$ cat config.mk
export PLATFORM = sky130hd
export DESIGN_NAME = clock_set_ctrl
export DESIGN_NICKNAME = d
export VERILOG_FILES = /design/src/rtl/clock_set_ctrl.sv
export SDC_FILE = /design/constraint.sdc
export NUM_CORES = 1
export LEC_CHECK = 0
export CORE_ASPECT_RATIO = 0.6
export CORE_MARGIN = 4
export CORE_UTILIZATION = 54
export CTS_BUF_LIST = sky130_fd_sc_hd__clkbuf_2 sky130_fd_sc_hd__clkbuf_4 sky130_fd_sc_hd__clkbuf_8
export CTS_CLUSTER_SIZE = 16
export DETAILED_ROUTE_END_ITERATION = 10
export PLACE_DENSITY = 0.8
export SYNTH_ARGS = -nofsm -noshare
export SYNTH_HDL_FRONTEND = slang
export SYNTH_SLANG_ARGS = --single-unit
$ cat constraint.sdc
create_clock -name clk -period 2.7 [get_ports clk]
set_clock_uncertainty 0.1 [all_clocks]
set_input_delay 0.81 -clock clk [delete_from_list [all_inputs] [get_ports clk]]
set_output_delay 0.81 -clock clk [all_outputs]
set_load 0.01 [all_outputs]
$ cat src/rtl/clock_set_ctrl.sv
// clock_set_ctrl: hh:mm:ss time-setting FSM editing a BCD shadow, with blink, timeout and commit strobe.
// Optional auto-repeat from held up/down keys is built when CLOCK_SET_AUTOREPEAT_EN is defined.
module clock_set_ctrl #(
  parameter int CLK_HZ      = 1000,
  parameter int BLINK_HALF  = CLK_HZ / 4,
  parameter int TIMEOUT_S   = 10,
  parameter int REPEAT_DLY  = CLK_HZ / 2,
  parameter int REPEAT_RATE = CLK_HZ / 8
) (
  input  logic        clk,
  input  logic        rst,
  input  logic        tick_1hz,
  input  logic        key_mode,
  input  logic        key_up,
  input  logic        key_down,
  input  logic        key_up_hold,
  input  logic        key_down_hold,
  input  logic [23:0] cur_bcd,
  output logic [23:0] disp_bcd,
  output logic [2:0]  twinkle_en,
  output logic        blink_phase,
  output logic        editing,
  output logic        load_en,
  output logic [23:0] load_bcd
);

  typedef enum logic [2:0] {RUN, EDIT_H, EDIT_M, EDIT_S, COMMIT} state_t;

  localparam int BW = (BLINK_HALF > 1) ? $clog2(BLINK_HALF) : 1;

  state_t        state, state_nxt;
  logic [23:0]   shadow, shadow_nxt;
  logic [7:0]    to_cnt, to_nxt;
  logic [BW-1:0] blk_cnt, blk_nxt;
  logic          ph_nxt, fld_chg, edit_nxt;
  logic          up_evt, dn_evt, key_any;
  logic          rpt_up, rpt_dn;

  // Two-digit BCD step; any nibble above 9 is treated as out of range.
  function automatic logic [7:0] bcd_step(input logic [7:0] v, input logic [7:0] max,
                                          input logic inc);
    logic bad;
    bad = (v[7:4] > 4'd9) || (v[3:0] > 4'd9) || (v > max);
    if (inc) begin
      if (bad || v == max) return 8'h00;
      if (v[3:0] == 4'd9)  return {v[7:4] + 4'd1, 4'd0};
      return {v[7:4], v[3:0] + 4'd1};
    end
    if (bad || v == 8'h00) return max;
    if (v[3:0] == 4'd0)    return {v[7:4] - 4'd1, 4'd9};
    return {v[7:4], v[3:0] - 4'd1};
  endfunction

`ifdef CLOCK_SET_AUTOREPEAT_EN
  logic [15:0] rpt_cnt, rpt_cnt_nxt;
  logic        rpt_run, rpt_armed, rpt_armed_nxt, rpt_dir;
  logic        rpt_fire, run_ok, run_cont;

  // Counts consecutive cycles of a single held key; the first repeat waits
  // REPEAT_DLY cycles, later ones REPEAT_RATE cycles.
  always_comb begin
    run_ok        = (state inside {EDIT_H, EDIT_M, EDIT_S}) &&
                    (key_up_hold ^ key_down_hold) && !key_mode;
    run_cont      = rpt_run && (rpt_dir == key_up_hold);
    rpt_fire      = 1'b0;
    rpt_cnt_nxt   = '0;
    rpt_armed_nxt = 1'b0;
    if (run_ok) begin
      rpt_armed_nxt = run_cont && rpt_armed;
      rpt_cnt_nxt   = (run_cont ? rpt_cnt : 16'd0) + 16'd1;
      if (rpt_cnt_nxt == (rpt_armed_nxt ? 16'(REPEAT_RATE) : 16'(REPEAT_DLY))) begin
        rpt_fire      = 1'b1;
        rpt_cnt_nxt   = '0;
        rpt_armed_nxt = 1'b1;
      end
    end
  end

  assign rpt_up = rpt_fire & key_up_hold;
  assign rpt_dn = rpt_fire & key_down_hold;

  always_ff @(posedge clk) begin
    if (rst) begin
      rpt_cnt   <= '0;
      rpt_run   <= 1'b0;
      rpt_armed <= 1'b0;
      rpt_dir   <= 1'b0;
    end else begin
      rpt_cnt   <= rpt_cnt_nxt;
      rpt_run   <= run_ok;
      rpt_armed <= rpt_armed_nxt;
      rpt_dir   <= key_up_hold;
    end
  end
`else
  localparam int unused_rpt = REPEAT_DLY + REPEAT_RATE;
  logic unused_hold;
  assign unused_hold = key_up_hold ^ key_down_hold;
  assign rpt_up      = 1'b0;
  assign rpt_dn      = 1'b0;
`endif

  always_comb begin
    state_nxt  = state;
    shadow_nxt = shadow;
    to_nxt     = to_cnt;
    fld_chg    = 1'b0;
    up_evt     = key_up | rpt_up;
    dn_evt     = key_down | rpt_dn;
    key_any    = key_mode | up_evt | dn_evt;
    case (state)
      RUN: begin
        if (key_mode) begin
          state_nxt  = EDIT_H;
          shadow_nxt = cur_bcd;
          to_nxt     = '0;
        end
      end
      EDIT_H, EDIT_M, EDIT_S: begin
        if (key_mode) begin
          state_nxt = (state == EDIT_H) ? EDIT_M : (state == EDIT_M) ? EDIT_S : COMMIT;
        end else if (up_evt ^ dn_evt) begin
          fld_chg = 1'b1;
          case (state)
            EDIT_H:  shadow_nxt[23:16] = bcd_step(shadow[23:16], 8'h23, up_evt);
            EDIT_M:  shadow_nxt[15:8]  = bcd_step(shadow[15:8],  8'h59, up_evt);
            default: shadow_nxt[7:0]   = bcd_step(shadow[7:0],   8'h59, up_evt);
          endcase
        end
        // A key in the same cycle as the expiring tick keeps the edit alive.
        if (key_any) begin
          to_nxt = '0;
        end else if (tick_1hz) begin
          if (to_cnt == 8'(TIMEOUT_S - 1)) begin
            state_nxt = RUN;
            to_nxt    = '0;
          end else begin
            to_nxt = to_cnt + 8'd1;
          end
        end
      end
      COMMIT:  state_nxt = RUN;
      default: state_nxt = RUN;
    endcase

    edit_nxt = state_nxt inside {EDIT_H, EDIT_M, EDIT_S};
    blk_nxt  = blk_cnt + BW'(1);
    ph_nxt   = blink_phase;
    if (!edit_nxt || state == RUN || fld_chg) begin
      blk_nxt = '0;
      ph_nxt  = 1'b1;
    end else if (blk_cnt == BW'(BLINK_HALF - 1)) begin
      blk_nxt = '0;
      ph_nxt  = ~blink_phase;
    end
  end

  // Outputs are registered from next-state values so a key shows one cycle later.
  always_ff @(posedge clk) begin
    if (rst) begin
      state       <= RUN;
      shadow      <= '0;
      to_cnt      <= '0;
      blk_cnt     <= '0;
      blink_phase <= 1'b1;
      twinkle_en  <= 3'b000;
      editing     <= 1'b0;
      load_en     <= 1'b0;
      load_bcd    <= '0;
    end else begin
      state       <= state_nxt;
      shadow      <= shadow_nxt;
      to_cnt      <= to_nxt;
      blk_cnt     <= blk_nxt;
      blink_phase <= ph_nxt;
      twinkle_en  <= {state_nxt == EDIT_H, state_nxt == EDIT_M, state_nxt == EDIT_S};
      editing     <= edit_nxt;
      load_en     <= (state_nxt == COMMIT);
      if (state_nxt == COMMIT) load_bcd <= shadow_nxt;
    end
  end

  always_ff @(posedge clk) begin
    disp_bcd <= (rst || state_nxt == RUN) ? cur_bcd : shadow_nxt;
  end

endmodule

## After elaboration in Yosys (flattened, before gate mapping)

Index checks and enable logic that the tools add are counted.

| operators by class | value |
|---|---|
| add/subtract/negate cells | 14 |
| bitwise operators | 4 |
| muxes and demuxes | 145 |
| order comparisons | 9 |
| reductions and logical operators | 31 |
| eq/ne operators | 17 |

Operator list:

| kind | number |
|---|---|
| $mux 8 | 37 |
| $mux 24 | 4 |
| $mux 1 | 94 |
| $pmux 24 s2 | 1 |
| $add 4x1->4 const B | 6 |
| $gt 4x4->1 const B | 6 |
| $logic_not 8->1 | 3 |
| $sub 4x1->4 const B | 6 |
| $mux 3 | 7 |
| $add 8x1->8 const B | 2 |
| $eq 8x7->1 const B | 2 |
| $gt 8x7->1 const B | 2 |
| $pmux 8 s2 | 1 |
| $logic_or 1x1->1 | 15 |
| $eq 3x2->1 const B | 4 |
| $eq 4x4->1 const B | 3 |
| $logic_not 4->1 | 3 |
| $eq 8x4->1 const B | 1 |
| $eq 8x6->1 const B | 1 |
| $eq 8x8->1 const B | 1 |
| $gt 8x6->1 const B | 1 |
| $eq 3x1->1 const B | 2 |
| $logic_not 3->1 | 2 |
| $pmux 3 s2 | 1 |
| 12 further kinds | 15 |

| storage, ports and cells | value |
|---|---|
| flip-flop bits (word level) | 97 |
| logic and storage cells | 230 |
| input bits | 32 |

## Longest topological paths before layout

Gate-level depths: netlist of run 1.

| depth | value |
|---|---|
| word-level depth | 29 |
| gate-level depth with buffers | 9 |

## Worst setup path before layout of run 1

No wires, ideal clock.

| path | value |
|---|---|
| path kind | input port to flip-flop |
| start | input port key_up |
| end | register load_bcd[1] |
| stages | 7 |
| arrival | 2317 ps |
| slack | 151 ps |
| library setup time | 132 ps |
| path through | buf_2 -> xnor2_2 -> or4_1 -> a221o_1 -> a31o_1 -> nor2_1 -> nor3_1 |

| on the way | value |
|---|---|
| longest elaborated chain between the ends | 10 |
| elaborated cells on any way between the ends | 16 |
| those cells by class | 1 x eq/ne; 12 x mux; 3 x bitwise |

Ends and longest elaborated chain:

| item | RTL line | text |
|---|---|---|
| from (decl) | 14 | `input logic key_up,` |
| $mux 1 | - |  |
| $mux 1 | 124 | `case (state)` |
| $mux 1 | 122 | `end else if (up_evt ^ dn_evt) begin` |
| $mux 1 | 120 | `if (key_mode) begin` |
| $mux 1 | 111 | `case (state)` |
| $mux 8 | 49 | `if (bad \|\| v == 8'h00) return max;` |
| $mux 8 | 124 |  |
| $mux 24 | 122 |  |
| $mux 24 | 120 |  |
| $pmux 24 s2 | 111 |  |
| to (signal assigned) | 179 | `if (state_nxt == COMMIT) load_bcd <= shadow_nxt;` |
| to (decl) | 24 | `output logic [23:0] load_bcd` |

Parallel ways exist; a longest one is shown, timed or not. The select of a mux whose other input is x is not followed.
A chain may end at the register's enable or synchronous reset.

## Worst setup path in the final report of run 1

| path | value |
|---|---|
| start | input port tick_1hz |
| end | register disp_bcd[2] |

| on the way | value |
|---|---|
| longest elaborated chain between the ends | 6 |

Ends and longest elaborated chain:

| item | RTL line | text |
|---|---|---|
| from (decl) | 12 | `input logic tick_1hz,` |
| $mux 3 | 133 | `end else if (tick_1hz) begin` |
| $mux 3 | 131 | `if (key_any) begin` |
| $pmux 3 s2 | 111 |  |
| $logic_not 3->1 | 184 | `disp_bcd <= (rst \|\| state_nxt == RUN) ? cur_bcd : shadow_nxt;` |
| $logic_or 1x1->1 | 184 |  |
| $mux 24 | 184 |  |
| to (signal assigned) | 184 |  |
| to (decl) | 19 | `output logic [23:0] disp_bcd,` |

Every way passes these cells.

==> qor.yml, run 1 <==
status:
  status: "finished clean"
cells_and_area:
  final_util_pct: 72.7
  layoutNonFillerInstCount: 958
  fillers: 819
  drive_above_1_share_pct: 16.0
  num_antenna_cells: 0
  fin_nets: 867
  area_growth_pct: 29.5
logic_synthesis:
  synth_edf_count: 0
  synth-simple-area-share_pct: 25.1
  synth.mux.area_fraction_pct: 1.81
  syn_area_um2: 5600
  synthTopCellsByArea: "dfxtp_1, nor2_1, nand2_1"
  synth_top_area_share_pct: 34.7
  synth-xor-area-share_pct: 4.20
  ys.warnings.count: 0
  synth-seq-cells: 97
  async_flop_share_pct: 0
  syn_inst: 699
  synth_seq_area_share_pct: 34.7
  synth_top_family_by_area: "compound AO/OA/AOI/OAI gates"
  syn-num-nets: 747
  synth-compound-area-share_pct: 25.2
  yosys.area.top_type: "dfxtp_1"
  netlist_top_cells_count: "dfxtp_1, nor2_1, nand2_1"
  synthAdderAreaFrac_pct: 3.57
  synth_most_common_cell: "dfxtp_1"
  synth.distinct_cells: 80
  synth_ff_type: "dfxtp_1"
  avgSynthCellArea_um2: 8.02
job:
  drv_cap: 0
place:
  hpwl_mm: 12.8
  dpl.cell_count: 941
  routabilityCongestion: 0.929
  portBuffers: 83
timing:
  tightest_slew_ns: 0.585
  setup_viol: 0
  finalHoldViolCount: 0
  max_freq_ghz: 0.384
  relSlewSlack_pct: 61.0
  hold_ws_ns: 0.364
  layout_min_cycle_time_ns: 2.60
  rsz0062_at_grt: "no"
  slew_viol_final: 0
  fin_crit_sh_pct: 96.4
pwr:
  p_total_mw: 3.53
  netSwitchingPower_mw: 1.11
  internal_power_mw: 2.42
  seqPwrFrac_pct: 45.0
  powerDensity_nw_per_um2: 487
  leakage_nw: 2.78
  p_sw_share_pct: 31.5
  p_clk_share_pct: 27.5
  power_frac_comb_pct: 27.5
  ir_drop_uv: 309
drt:
  post-route-drc-count: 0
  vias: 5808
  routedWlPerCell_um: 18.1
  dr.pass1.iters: 5
  wirelength_mm: 17.3
  drt_iter0_drc: 557
  postRouteAntennaNets: 0
  routed_via_density: 6.06
worst_setup_path:
  crit_type: "in -> reg"
  crit_arrival_ns: 2.76
  endpoint_kind: "register"
  setup.worst_path.start_class: "input port"
  required_ns: 2.86
  cp_max_fo: 7
hold_path:
  hold_class: "reg -> reg"
global_route:
  grt_max_degree: 30
  grtUsageTotal_pct: 28.5
  grt.overflow.total: 0
  grt_pass1_wl_mm: 28.3
  grt_pass1_vias: 5505
  antenna_found_initial: 0
floorplanning:
  die_x_um: 140
  core_area_um2: 9980
  die_area_um2: 12100
  start_util_pct: 56.1
  ios: 86
  die_h_um: 86.9
  rows: 28
clock_network:
  clk_latency_ns: 0.37
  clk_pin_slew_ns: 0.09
  clockRootBuffer: "clkbuf_8"
  numCtsBuffers: 9
  htreeDepth: 3
  clockBufferDepth: 2
  cts_tree: "built"
  cts_hold_buf: 0
  cts.sinks: 97
## worst max-delay path, cell delays in order
cell and delay, ns:
clkdlybuf4s50_1 0.49, or4b_4 0.49, nor4_4 0.17, buf_4 0.15, nor2_1 0.06, nor2_2 0.22, buf_2 0.26, o21ai_0 0.11
## registers in the layout (all words and copies together) (netlist names)
name,cells
state,3
disp_bcd,24
twinkle_en,3
shadow,24
editing,1
to_cnt,8
load_en,1
blink_phase,1
load_bcd,24
blk_cnt,8
## metal layers
layer	vias up	share of wire, %	track usage (%)
li1	2777	-	-
met1	2760	48	40.5
met2	242	43	44.6
met3	29	7.5	5.76
met4	0	1.7	7.55
met5	-	0	0
## per-stage QoR
stage / worst slack [ns] / setup TNS, ns / area, um^2
floorplan: 0.151 / 0 / 5600
global placement: -0.481 / -28.95 / 6990
detailed placement: -0.574 / -33.20 / 6990
CTS: 0.0198 / 0 / 7230
global route: 0.00389 / 0 / 7250
finish: 0.0969 / 0 / 7250
## cells in the final DEF, fill, tap and decap left out, drive strengths merged, types with 11 or more instances in the layout
cell / netlist / final
a211oi: 23 / 23
a21oi: 42 / 42
buf: 18 / 85
clkbuf: 40 / 11
clkdlybuf4s50: 0 / 79
dfxtp: 97 / 97
ha: 16 / 16
inv: 17 / 17
nand2: 65 / 65
nand3: 29 / 29
nor2: 86 / 86
nor2b: 11 / 11
nor3: 21 / 21
o21ai: 36 / 36
xnor2: 13 / 13
xor2: 13 / 13
## power by group through the flow
stage,Sequential [mW],Clock (mW),Combinational (mW)
floorplan,1.61,0,0.538
detailed placement,1.62,0,0.933
CTS,1.59,0.993,0.948
global route,1.60,1.04,1.05
finish,1.59,0.973,0.971
global placement,1.62,0,0.911
## worst paths after layout
check          startpoint  slack, ns            to  cells after the start
min          load_bcd[16]       0.36  load_bcd[16]                      2
max              tick_1hz        0.1   disp_bcd[2]                      8
min reg2reg  load_bcd[16]       0.36  load_bcd[16]                      2
max reg2reg    shadow[21]       0.23  load_bcd[20]                      8
## what timing repair did
item                                    CTS  global route
pin swaps                                 4             2
setup buffers                             0             1
endpoints found under the setup margin   43            24
cloned                                    0             1
gates resized for setup                   9             4
## layout make-up
cell class / instances / area [um^2] / share of cell area [%]
sequential: 97 / 1940 / 26.8
clock buffer: 11 / 145 / 2.00
timing repair buffer: 167 / 1480 / 20.4
multi-input combinational: 527 / 3400 / 46.9
tap: 135 / 169 / 2.33
clock inverter: 4 / 53.8 / 0.742
inverter: 17 / 63.8 / 0.880
## kinds of logic after synthesis
| group | after synthesis |
|---|---|
| AO/OA/AOI/OAI | 199 |
| XOR/XNOR | 26 |
| adder cells (fa/ha/maj) | 16 |
| buffers and inverters | 75 |
| flip-flops | 97 |
| multiplexers | 10 |
| AND/OR/NAND/NOR | 276 |
No activity file was read; power rests on OpenSTA's default activity.
==> run 2: changes to the inputs <==
--- a/config.mk
+++ b/config.mk
@@ -12,6 +12,7 @@
 export CTS_CLUSTER_SIZE = 16
 export DETAILED_ROUTE_END_ITERATION = 10
 export PLACE_DENSITY = 0.8
+export SETUP_SLACK_MARGIN = 0.3
 export SYNTH_ARGS = -nofsm -noshare
 export SYNTH_HDL_FRONTEND = slang
 export SYNTH_SLANG_ARGS = --single-unit
==> run 2 against run 1 <==
Compared with the run above:
- sequential power is essentially flat
- setup slack better by 0.23 ns
- worst hold slack gained 0.0048 ns
- routed wire length rose by 7.5%
- global-route usage increased by 2.0 points
- utilization is 3.7 points higher
- non-clock buffer count up 13
- first-iteration DRC count rose by 29%
- critical endpoint is now load_bcd[20]
- largest cell class unchanged
- largest power group unchanged
==> qor.yml, run 2 (synthesis gave the netlist of run 1 again) <==
floorplanning:
  ios: 86
  core_area_um2: 9980
  start_util_pct: 56.1
  die_area_um2: 12100
  rows: 28
  die_x_um: 140
  die_h_um: 86.9
place:
  dpl_cell_area_um2: 7150
  hpwl_mm: 13.5
  routabilityCongestion: 0.977
  portBuffers: 83
timing:
  hold_ws_ns: 0.369
  slew_viol_final: 0
  max_freq_ghz: 0.422
  finalHoldViolCount: 0
  setup_viol: 0
  layout_min_cycle_time_ns: 2.37
  rsz0062_at_grt: "yes"
  relSlewSlack_pct: 52.8
  tightest_slew_ns: 0.705
  fin_crit_sh_pct: 87.8
drt:
  wl_met3_mm: 1.72
  wirelength_mm: 18.6
  wl_met2_mm: 8.25
  dr.pass1.iters: 5
  vias: 6012
  routed_via_density: 6.19
  routedWlPerCell_um: 19.2
  topRoutingLayerUsed: "met4"
  drt_iter0_drc: 718
  drt-met1-wl_mm: 8.25
  post-route-drc-count: 0
  postRouteAntennaNets: 0
pwr:
  powerDensity_nw_per_um2: 482
  internal_power_mw: 2.49
  leakage_nw: 2.89
  p_sw_share_pct: 32.3
  netSwitchingPower_mw: 1.19
  power_frac_comb_pct: 29.1
  p_clk_share_pct: 27.4
  ir_drop_uv: 316
  seqPwrFrac_pct: 43.5
worst_setup_path:
  cp_max_fo: 8
  required_ns: 2.90
  crit_type: "reg -> reg"
  worstPathCellList: "ha_1 -> nor3_1 -> o21ai_1 -> a221o_1 -> o21a_2 -> buf_4 -> o21bai_1 -> o31ai_1"
  crit_path_top_delay_cell: "a221o_1"
  endpoint_kind: "register"
  slowest_delay_ns: 0.47
  crit_arrival_ns: 2.56
  setup.worst_path.start_class: "register"
clock_network:
  numCtsBuffers: 9
  clk_pin_slew_ns: 0.10
  cts_hold_buf: 0
  clk_latency_ns: 0.37
  clockBufferDepth: 2
  cts.sinks: 97
  clockRootBuffer: "clkbuf_8"
  cts_tree: "built"
  htreeDepth: 3
cells_and_area:
  final_util_pct: 76.4
  drive_above_1_share_pct: 22.2
  layout_commonest_cell: "dfxtp_1"
  num_antenna_cells: 0
  post-route-cell-area_um2: 7630
  largest_registers: "disp_bcd: 24 flops, load_bcd: 24 flops, shadow: 24 flops"
  mostFrequentLayoutCells: "dfxtp_1, buf_4, nor2_1"
  area_growth_pct: 36.1
  fin_nets: 880
global_route:
  grt.overflow.total: 0
  grt_max_degree: 37
  antenna_found_initial: 0
  grtUsageTotal_pct: 30.5
  grt_pass1_wl_mm: 30.0
  grt_pass1_vias: 5701
hold_path:
  hold_class: "reg -> reg"
status:
  status: "finished clean"
job:
  drv_cap: 0
[run 2: changes by cell type in the layout (fill, tap and decap cells not counted), sizes merged]
cell,previous run,this run
inv,17,18
dlygate4sd2,2,1
buf,85,99
dlymetal6s2s,1,0
clkdlybuf4s50,79,78
clkdlybuf4s15,0,2
[run 2: area by class of cell]
cell class	count	area (um^2)
clock inverters	5	62.6
well taps	135	169
fillers	733	2360
inverters	17	63.8
flip-flops and latches	97	1950
repair buffers	180	1660
clock buffers	11	145
multi-input cells	527	3570
[run 2: stage by stage]
stage | setup WS, ns | instances | power, mW | TNS [ns]
global placement | -0.332 | 949 | 2.58 | -19.84
detailed placement | -0.386 | 949 | 2.60 | -23.06
floorplan | 0.262 | 699 | 2.16 | 0
global route | 0.235 | 972 | 3.83 | 0
CTS | 0.278 | 969 | 3.63 | 0
finish | 0.330 | 972 | 3.68 | 0
[run 2: power by group through the flow]
| stage | logic, mW | clock network [mW] | registers (mW) |
|---|---|---|---|
| after floorplan | 0.551 | 0 | 1.61 |
| after global placement | 0.956 | 0 | 1.62 |
| after detailed placement | 0.975 | 0 | 1.62 |
| after CTS | 1.02 | 1.02 | 1.59 |
| after global routing | 1.14 | 1.08 | 1.61 |
| final | 1.07 | 1.01 | 1.60 |
[run 2: timing repair]
action	4_1_cts	5_1_grt
pin swaps	16	11
gates resized for setup	38	21
setup buffers	3	3
cloned	1	0
endpoints found under the setup margin	86	60
[run 2: critical path: cells and delay by family, from the launching register on]
family | cells | cell delay, ns
AND/OR/NAND/NOR | 1 | 0.18
flip-flops | 1 | 0.39
adder cells (fa/ha/maj) | 1 | 0.22
AO/OA/AOI/OAI | 5 | 1.26
buffers and inverters | 1 | 0.14
[run 2: metal layers]
metal / GRT usage (%) / vias up
met5: 0 / -
met2: 46.8 / 340
met4: 9.95 / 0
met1: 43.0 / 2819
met3: 6.91 / 52
li1: - / 2801
[run 2: final timing paths]
path	start	to	slack (ns)	depth (start not counted)
max	shadow[21]	load_bcd[20]	0.33	8
min	load_bcd[8]	load_bcd[8]	0.37	2
max reg2reg	shadow[21]	load_bcd[20]	0.33	8
min reg2reg	load_bcd[8]	load_bcd[8]	0.37	2
